### src/rtl/arb_pkg.sv
// Shared types, sizes and helpers for the round-robin bus arbiter.
package arb_pkg;

  localparam int unsigned NREQ  = 4;
  localparam int unsigned SEL_W = 2;

  typedef enum logic {
    ST_IDLE = 1'b0,
    ST_XFER = 1'b1
  } arb_state_e;

  function automatic logic [SEL_W-1:0] onehot_to_idx(input logic [NREQ-1:0] oh);
    logic [SEL_W-1:0] idx;
    idx = '0;
    for (int i = 0; i < NREQ; i++) begin
      if (oh[i]) idx = idx | SEL_W'(i);
    end
    return idx;
  endfunction

endpackage

### src/rtl/rr_pick.sv
// Rotating priority encoder: first set request at or above ptr (mod NREQ) wins.
module rr_pick
  import arb_pkg::*;
(
  input  logic [NREQ-1:0]  req,
  input  logic [SEL_W-1:0] ptr,
  output logic             any,
  output logic [SEL_W-1:0] idx
);

  logic [SEL_W-1:0] cand;

  always_comb begin
    any  = 1'b0;
    idx  = ptr;
    cand = ptr;
    // Walk from the farthest offset down so the nearest set bit overwrites the others.
    for (int k = NREQ - 1; k >= 0; k--) begin
      cand = ptr + SEL_W'(k);
      if (req[cand]) begin
        any = 1'b1;
        idx = cand;
      end
    end
  end

endmodule

### src/rtl/bus_arbiter_rr.sv
// Round-robin arbiter for the shared 4:1 operand bus, with locked bursts.
// Define ARB_TIMEOUT_EN to abort a grant after TIMEOUT stalled cycles.
module bus_arbiter_rr
  import arb_pkg::*;
#(
  parameter int unsigned MAX_BURST = 4,
  parameter int unsigned TIMEOUT   = 15
) (
  input  logic             clk,
  input  logic             rst_n,
  input  logic [NREQ-1:0]  req,
  input  logic [NREQ-1:0]  lock,
  input  logic             bus_ready,
  output logic [NREQ-1:0]  gnt,
  output logic [SEL_W-1:0] sel,
  output logic             bus_valid,
  output logic [NREQ-1:0]  ack,
  output logic             err,
  output logic [SEL_W-1:0] err_id
);

  arb_state_e       state_q, state_d;
  logic [NREQ-1:0]  gnt_q, gnt_d;
  logic [SEL_W-1:0] sel_q, sel_d;
  logic [SEL_W-1:0] ptr_q, ptr_d;
  logic [3:0]       beat_q, beat_d;
  logic             bus_valid_q, bus_valid_d;
  logic [SEL_W-1:0] pick_ptr, pick_idx;
  logic             pick_any;
  logic             timeout;

  // On release the rotation restarts just past the owner, evaluated in the same cycle.
  assign pick_ptr = (state_q == ST_XFER) ? sel_q + SEL_W'(1) : ptr_q;

  rr_pick u_pick (
    .req (req),
    .ptr (pick_ptr),
    .any (pick_any),
    .idx (pick_idx)
  );

  always_comb begin
    state_d     = state_q;
    gnt_d       = gnt_q;
    sel_d       = sel_q;
    ptr_d       = ptr_q;
    beat_d      = beat_q;
    bus_valid_d = bus_valid_q;
    unique case (state_q)
      ST_IDLE: begin
        gnt_d       = '0;
        bus_valid_d = 1'b0;
        if (pick_any) begin
          state_d     = ST_XFER;
          gnt_d       = NREQ'(1) << pick_idx;
          sel_d       = pick_idx;
          bus_valid_d = 1'b1;
          beat_d      = '0;
        end
      end
      ST_XFER: begin
        if (timeout) begin
          state_d     = ST_IDLE;
          gnt_d       = '0;
          bus_valid_d = 1'b0;
          ptr_d       = sel_q + SEL_W'(1);
          beat_d      = '0;
        end else if (bus_ready) begin
          if (lock[sel_q] && req[sel_q] && ((32'(beat_q) + 32'd1) < MAX_BURST)) begin
            beat_d = beat_q + 4'd1;
          end else begin
            ptr_d  = sel_q + SEL_W'(1);
            beat_d = '0;
            if (pick_any) begin
              gnt_d = NREQ'(1) << pick_idx;
              sel_d = pick_idx;
            end else begin
              state_d     = ST_IDLE;
              gnt_d       = '0;
              bus_valid_d = 1'b0;
            end
          end
        end
      end
    endcase
  end

  always_ff @(posedge clk or negedge rst_n) begin
    if (!rst_n) begin
      state_q     <= ST_IDLE;
      gnt_q       <= '0;
      sel_q       <= '0;
      ptr_q       <= '0;
      beat_q      <= '0;
      bus_valid_q <= 1'b0;
    end else begin
      state_q     <= state_d;
      gnt_q       <= gnt_d;
      sel_q       <= sel_d;
      ptr_q       <= ptr_d;
      beat_q      <= beat_d;
      bus_valid_q <= bus_valid_d;
    end
  end

`ifdef ARB_TIMEOUT_EN
  logic [7:0]       wait_q, wait_d;
  logic             err_q;
  logic [SEL_W-1:0] err_id_q, err_id_d;

  // Counter holds stalled cycles already elapsed; fire on the cycle that reaches TIMEOUT.
  assign timeout  = (state_q == ST_XFER) && !bus_ready &&
                    (({1'b0, wait_q} + 9'd1) == 9'(TIMEOUT));
  assign wait_d   = ((state_q == ST_XFER) && !bus_ready && !timeout) ? wait_q + 8'd1 : 8'd0;
  assign err_id_d = timeout ? onehot_to_idx(gnt_q) : err_id_q;

  always_ff @(posedge clk or negedge rst_n) begin
    if (!rst_n) begin
      wait_q   <= '0;
      err_q    <= 1'b0;
      err_id_q <= '0;
    end else begin
      wait_q   <= wait_d;
      err_q    <= timeout;
      err_id_q <= err_id_d;
    end
  end

  assign err    = err_q;
  assign err_id = err_id_q;
`else
  logic [31:0] unused_timeout;

  assign unused_timeout = TIMEOUT;
  assign timeout        = 1'b0;
  assign err            = 1'b0;
  assign err_id         = '0;
`endif

  assign gnt       = gnt_q;
  assign sel       = sel_q;
  assign bus_valid = bus_valid_q;
  assign ack       = gnt_q & {NREQ{bus_valid_q & bus_ready}};

endmodule

### config.mk
export PLATFORM = sky130hd
export DESIGN_NAME = bus_arbiter_rr
export DESIGN_NICKNAME = d
export VERILOG_FILES = /design/src/rtl/arb_pkg.sv /design/src/rtl/rr_pick.sv /design/src/rtl/bus_arbiter_rr.sv
export SDC_FILE = /design/constraint.sdc
export NUM_CORES = 1
export LEC_CHECK = 0
export ABC_CLOCK_PERIOD_IN_PS = 2600
export BUFFER_PORTS_ARGS = -buffer_cell sky130_fd_sc_hd__buf_2
export CORE_MARGIN = 2
export CORE_UTILIZATION = 40
export CTS_CLUSTER_DIAMETER = 60
export CTS_CLUSTER_SIZE = 20
export DETAILED_ROUTE_END_ITERATION = 8
export GPL_TIMING_DRIVEN = 1
export HOLD_SLACK_MARGIN = 0.05
export PLACE_DENSITY_LB_ADDON = 0.15
export SYNTH_ARGS = -nofsm -noshare
export SYNTH_HDL_FRONTEND = slang
export SYNTH_SLANG_ARGS = --single-unit
### constraint.sdc
create_clock -name clk -period 2.6 [get_ports clk]
set_clock_uncertainty 0.2 [all_clocks]
set_input_delay 0.26 -clock clk [delete_from_list [all_inputs] [get_ports clk]]
set_output_delay 0.26 -clock clk [all_outputs]
set_load 0.05 [all_outputs]
==> summary.md <==
| Metric | Value |
|---|---|
| Status | `finished, final reports clean` |
| Worst setup path end | `ptr_q[1]` |
| Post-synth EDFFs | `0` |
| CP startpoint | `sel[0]` |
| Final net count | `about 140` |
| Remaining antenna violation count | `0` |
| Antenna violations before repair | `0` |
| DRT Pass-1 Iters | `4` |
| Placement Rows | `17` |
| Buf+Inv Stages, Crit Path | `0` |
| Layout cells sized above 1 | `0.262` |
| WP data required | `2.59 ns` |
| Worst flop-to-flop path startpoint | `sel[0]` |
| Worst-Margin Slew | `0.605 ns` |
| Reg2reg end | `ptr_q[1]` |
| Reg power frac | `0.336` |
| Global-route wire length before repair | `3460 um` |
| CP Max Fanout | `9` |
| CTS tree | `done` |
| Worst min path class | `primary input to flip-flop` |
| Clk slew on worst S/H paths | `around 0.09 ns` |
| Syn. warnings | `0` |
| Setup-failing EPs final | `0` |
| Vias post-DR | `794` |
| Busiest metal layer after global routing | `met2` |
| VDD IR-drop max | `a little under 0.5 mV` |
| Period Utilization, post-route | `0.818` |
| Synth cell types | `35` |
| Internal power | `598 uW` |
| Switch Pwr | `571 uW` |
| I/O Buffers | `21` |
| Arrival time at the worst endpoint | `2.11 ns` |
| Post-detail-place hpwl | `between 1500 and 2000 um` |
| Clock Power Share | `0.137` |
| LEAKAGE | `0.526 nW` |
| Critical path depth in cells | `4` |
| Root Buffer Master | `clkbuf_4` |
| GPL Wtd Cong | `0.783` |
| Area contributors post-synth | `dfrtp_1 (38%), nand2_1 (4.9%), mux2i_1 (4.3%), nand2b_1 (4.1%), and3_1 (3.4%)` |
| R2r setup slk | `0.47 ns` |
| DRC Markers | `0` |
| Largest net degree at the start of global routing | `15` |
| M2 GR Usage | `0.272` |
| Slew Viols, Final | `0` |
| GR Layer Usage met1 | `0.231` |
| Global-route usage over all layers | `0.176` |
| Critical Path Max Stage Delay | `0.59 ns` |
| Worst slew margin | `0.593` |
| Leading area contributor after synthesis | `dfrtp_1` |
| CP Cell Sequence | `mux4_2 -> nor3_1 -> nand3b_1 -> mux2_2` |
| Max Buffers Root-to-Sink | `2` |
| Initial Utilization | `0.420` |
| Clk sinks | `14` |
| Fill cell count | `218` |
| Total grt overflow | `0` |
| PD cells | `~1100 nW/um^2` |
| Fin crit period | `2.13 ns` |
| Final hold slack | `0.141 ns` |
| Die area | `~2700 um^2` |
| Slowest stage cell, crit path | `mux4_2` |
| Initial drt markers | `14` |
| Vias per Instance | `~5.3` |
| Num ports | `25` |
| Logic pwr share | `0.527` |
| Antenna Cells | `0` |
| Most used DFF post-synth | `dfrtp_1` |
| Sw Ratio | `0.488` |
| Die width | `52.0 um` |
| Crit start category | `flip-flop` |
| CTS Buf Count | `3` |
| Vias in the first global route | `between 700 and 800` |
| Flops & latches, synth | `14` |
| Post-synth top area share | `0.380` |
| Synthesized area per cell | `between 9 and 10 um^2` |
| R2R cell count | `4` |
| Grt met3 use | `0.0259` |
| Worst-Skew Late Latency | `0.29 ns` |
| Routed WL per cell | `around 13 um` |
| Core region area | `2190 um^2` |
| Area growth from synthesis to layout | `16.8%` |
| Die Span Y | `52.0 um` |
| Max cap viols | `0` |
| RSZ-0062 raised after global routing | `false` |
| Setup TNS Final | `0 ns` |
| Delay-heaviest family, CP | `multiplexers` |
| Post-Syn Area | `921 um^2` |
| Cells after synthesis | `slightly above 100` |
| Critical Path Sink Type | `flip-flop` |
| Ys async rst share | `1.00` |
| Routed wire length | `around 2000 um` |
| Final hold violation count | `0` |
| WS Path Type | `flip-flop to flip-flop` |
| Seq/Total Area, Yosys | `0.380` |
| Htree depth | `1` |
| Fmax | `470 MHz` |
power groups by stage:
stage	Clock, mW	Sequential, mW	Combinational (mW)
final	0.160	0.393	0.617
after global routing	0.175	0.408	0.680
after CTS	0.165	0.393	0.623
after detailed placement	0	0.397	0.621
after global placement	0	0.394	0.612
after floorplan	0	0.519	0.354
final cells by class:
class	count	area [um^2]	share of cell area
Timing Repair Buffer	23	123	0.114
Sequential cell	14	352	0.327
Clock buffer	4	36.3	0.0337
Tap cell	28	35.0	0.0326
Inverter	3	11.3	0.0105
Multi-Input combinational cell	78	519	0.483
cells in the mapped netlist (2+ instances only):
library cell,count
nor4_1,2
o31ai_1,4
nand2b_1,6
o22ai_1,2
a21oi_1,2
nand2_1,12
inv_1,3
clkbuf_1,2
buf_2,2
o21ai_0,3
a31oi_1,3
mux2i_1,4
dfrtp_1,14
and2_1,3
a21boi_0,2
nor3_1,4
nand3_1,2
or3_1,2
nor2_1,4
and3_1,5
buf_4,4
nand3b_1,2
mux2_1,2
cell families after synthesis:
kind of cell / share of synthesized area
fa+ha+maj: 0.0136
other cells: 0.00407
buf+inv: 0.0639
xor+xnor: 0.00951
mux: 0.105
simple gates: 0.257
compound gates: 0.167
flops: 0.380
stage by stage:
| stage | power, mW | setup slack (ns) | cells | util | instance area [um^2] |
|---|---|---|---|---|---|
| 2_1_floorplan | 0.873 | 0.126 | 103 | - | 930 |
| 4_1_cts | 1.18 | 0.459 | 150 | 0.491 | 1080 |
| 3_3_place_gp | 1.01 | 0.498 | 145 | 0.470 | 1030 |
| 6_report | 1.17 | 0.473 | 150 | 0.491 | 1080 |
| 3_5_place_dp | 1.02 | 0.462 | 145 | 0.470 | 1030 |
| 5_1_grt | 1.26 | 0.352 | 150 | 0.491 | 1080 |
state kept, by name, indices dropped and copies added (netlist names):
register   cells
sel            2
state_q        1
gnt            4
ptr_q          2
bus_valid      1
beat_q         4
layout by cell type (no fill, tap or decap), drive strengths merged, types with 2 or more instances in the layout:
cell type / count
o22ai: 2
nand3b: 2
o31ai: 4
a31oi: 3
buf: 22
inv: 3
nand2: 12
nor4: 2
nor2: 5
mux2: 3
and2: 3
dfrtp: 14
nand2b: 6
clkbuf: 4
mux2i: 4
or3: 2
conb: 3
nor3: 4
and3: 5
a21boi: 2
nand3: 2
o21ai: 3
a21oi: 2
repair_timing:
action                    4_1_cts  5_1_grt
hold buffers                    1        0
gates resized for setup         0        0
hold endpoints to repair       14        0
buffers inserted                0        0
worst register-to-register path: stages, from the launching register on:
cell	delay (ns)
dfrtp_2	0.47
mux4_2	0.60
nor3_1	0.23
nand3b_1	0.19
mux2_2	0.34
routing by layer:
| layer | up-vias | part of all wire | routed length [um] |
|---|---|---|---|
| met1 | 364 | 0.47 | 943 |
| met4 | 0 | 0.025 | 49 |
| met3 | 5 | 0.055 | 109 |
| met2 | 27 | 0.45 | 889 |
| li1 | 398 | - | - |
| met5 | - | 0 | 0 |
worst min path at each step:
stage	from	end	depth (start not counted)
finish	req[3]	state_q	3
detailed placement	rst_n	gnt[2]	1
global placement	rst_n	gnt[2]	1
floorplan	rst_n	beat_q[0]	0
global route	req[3]	state_q	3
CTS	req[3]	state_q	3
Power figures use the tool's default switching activity.
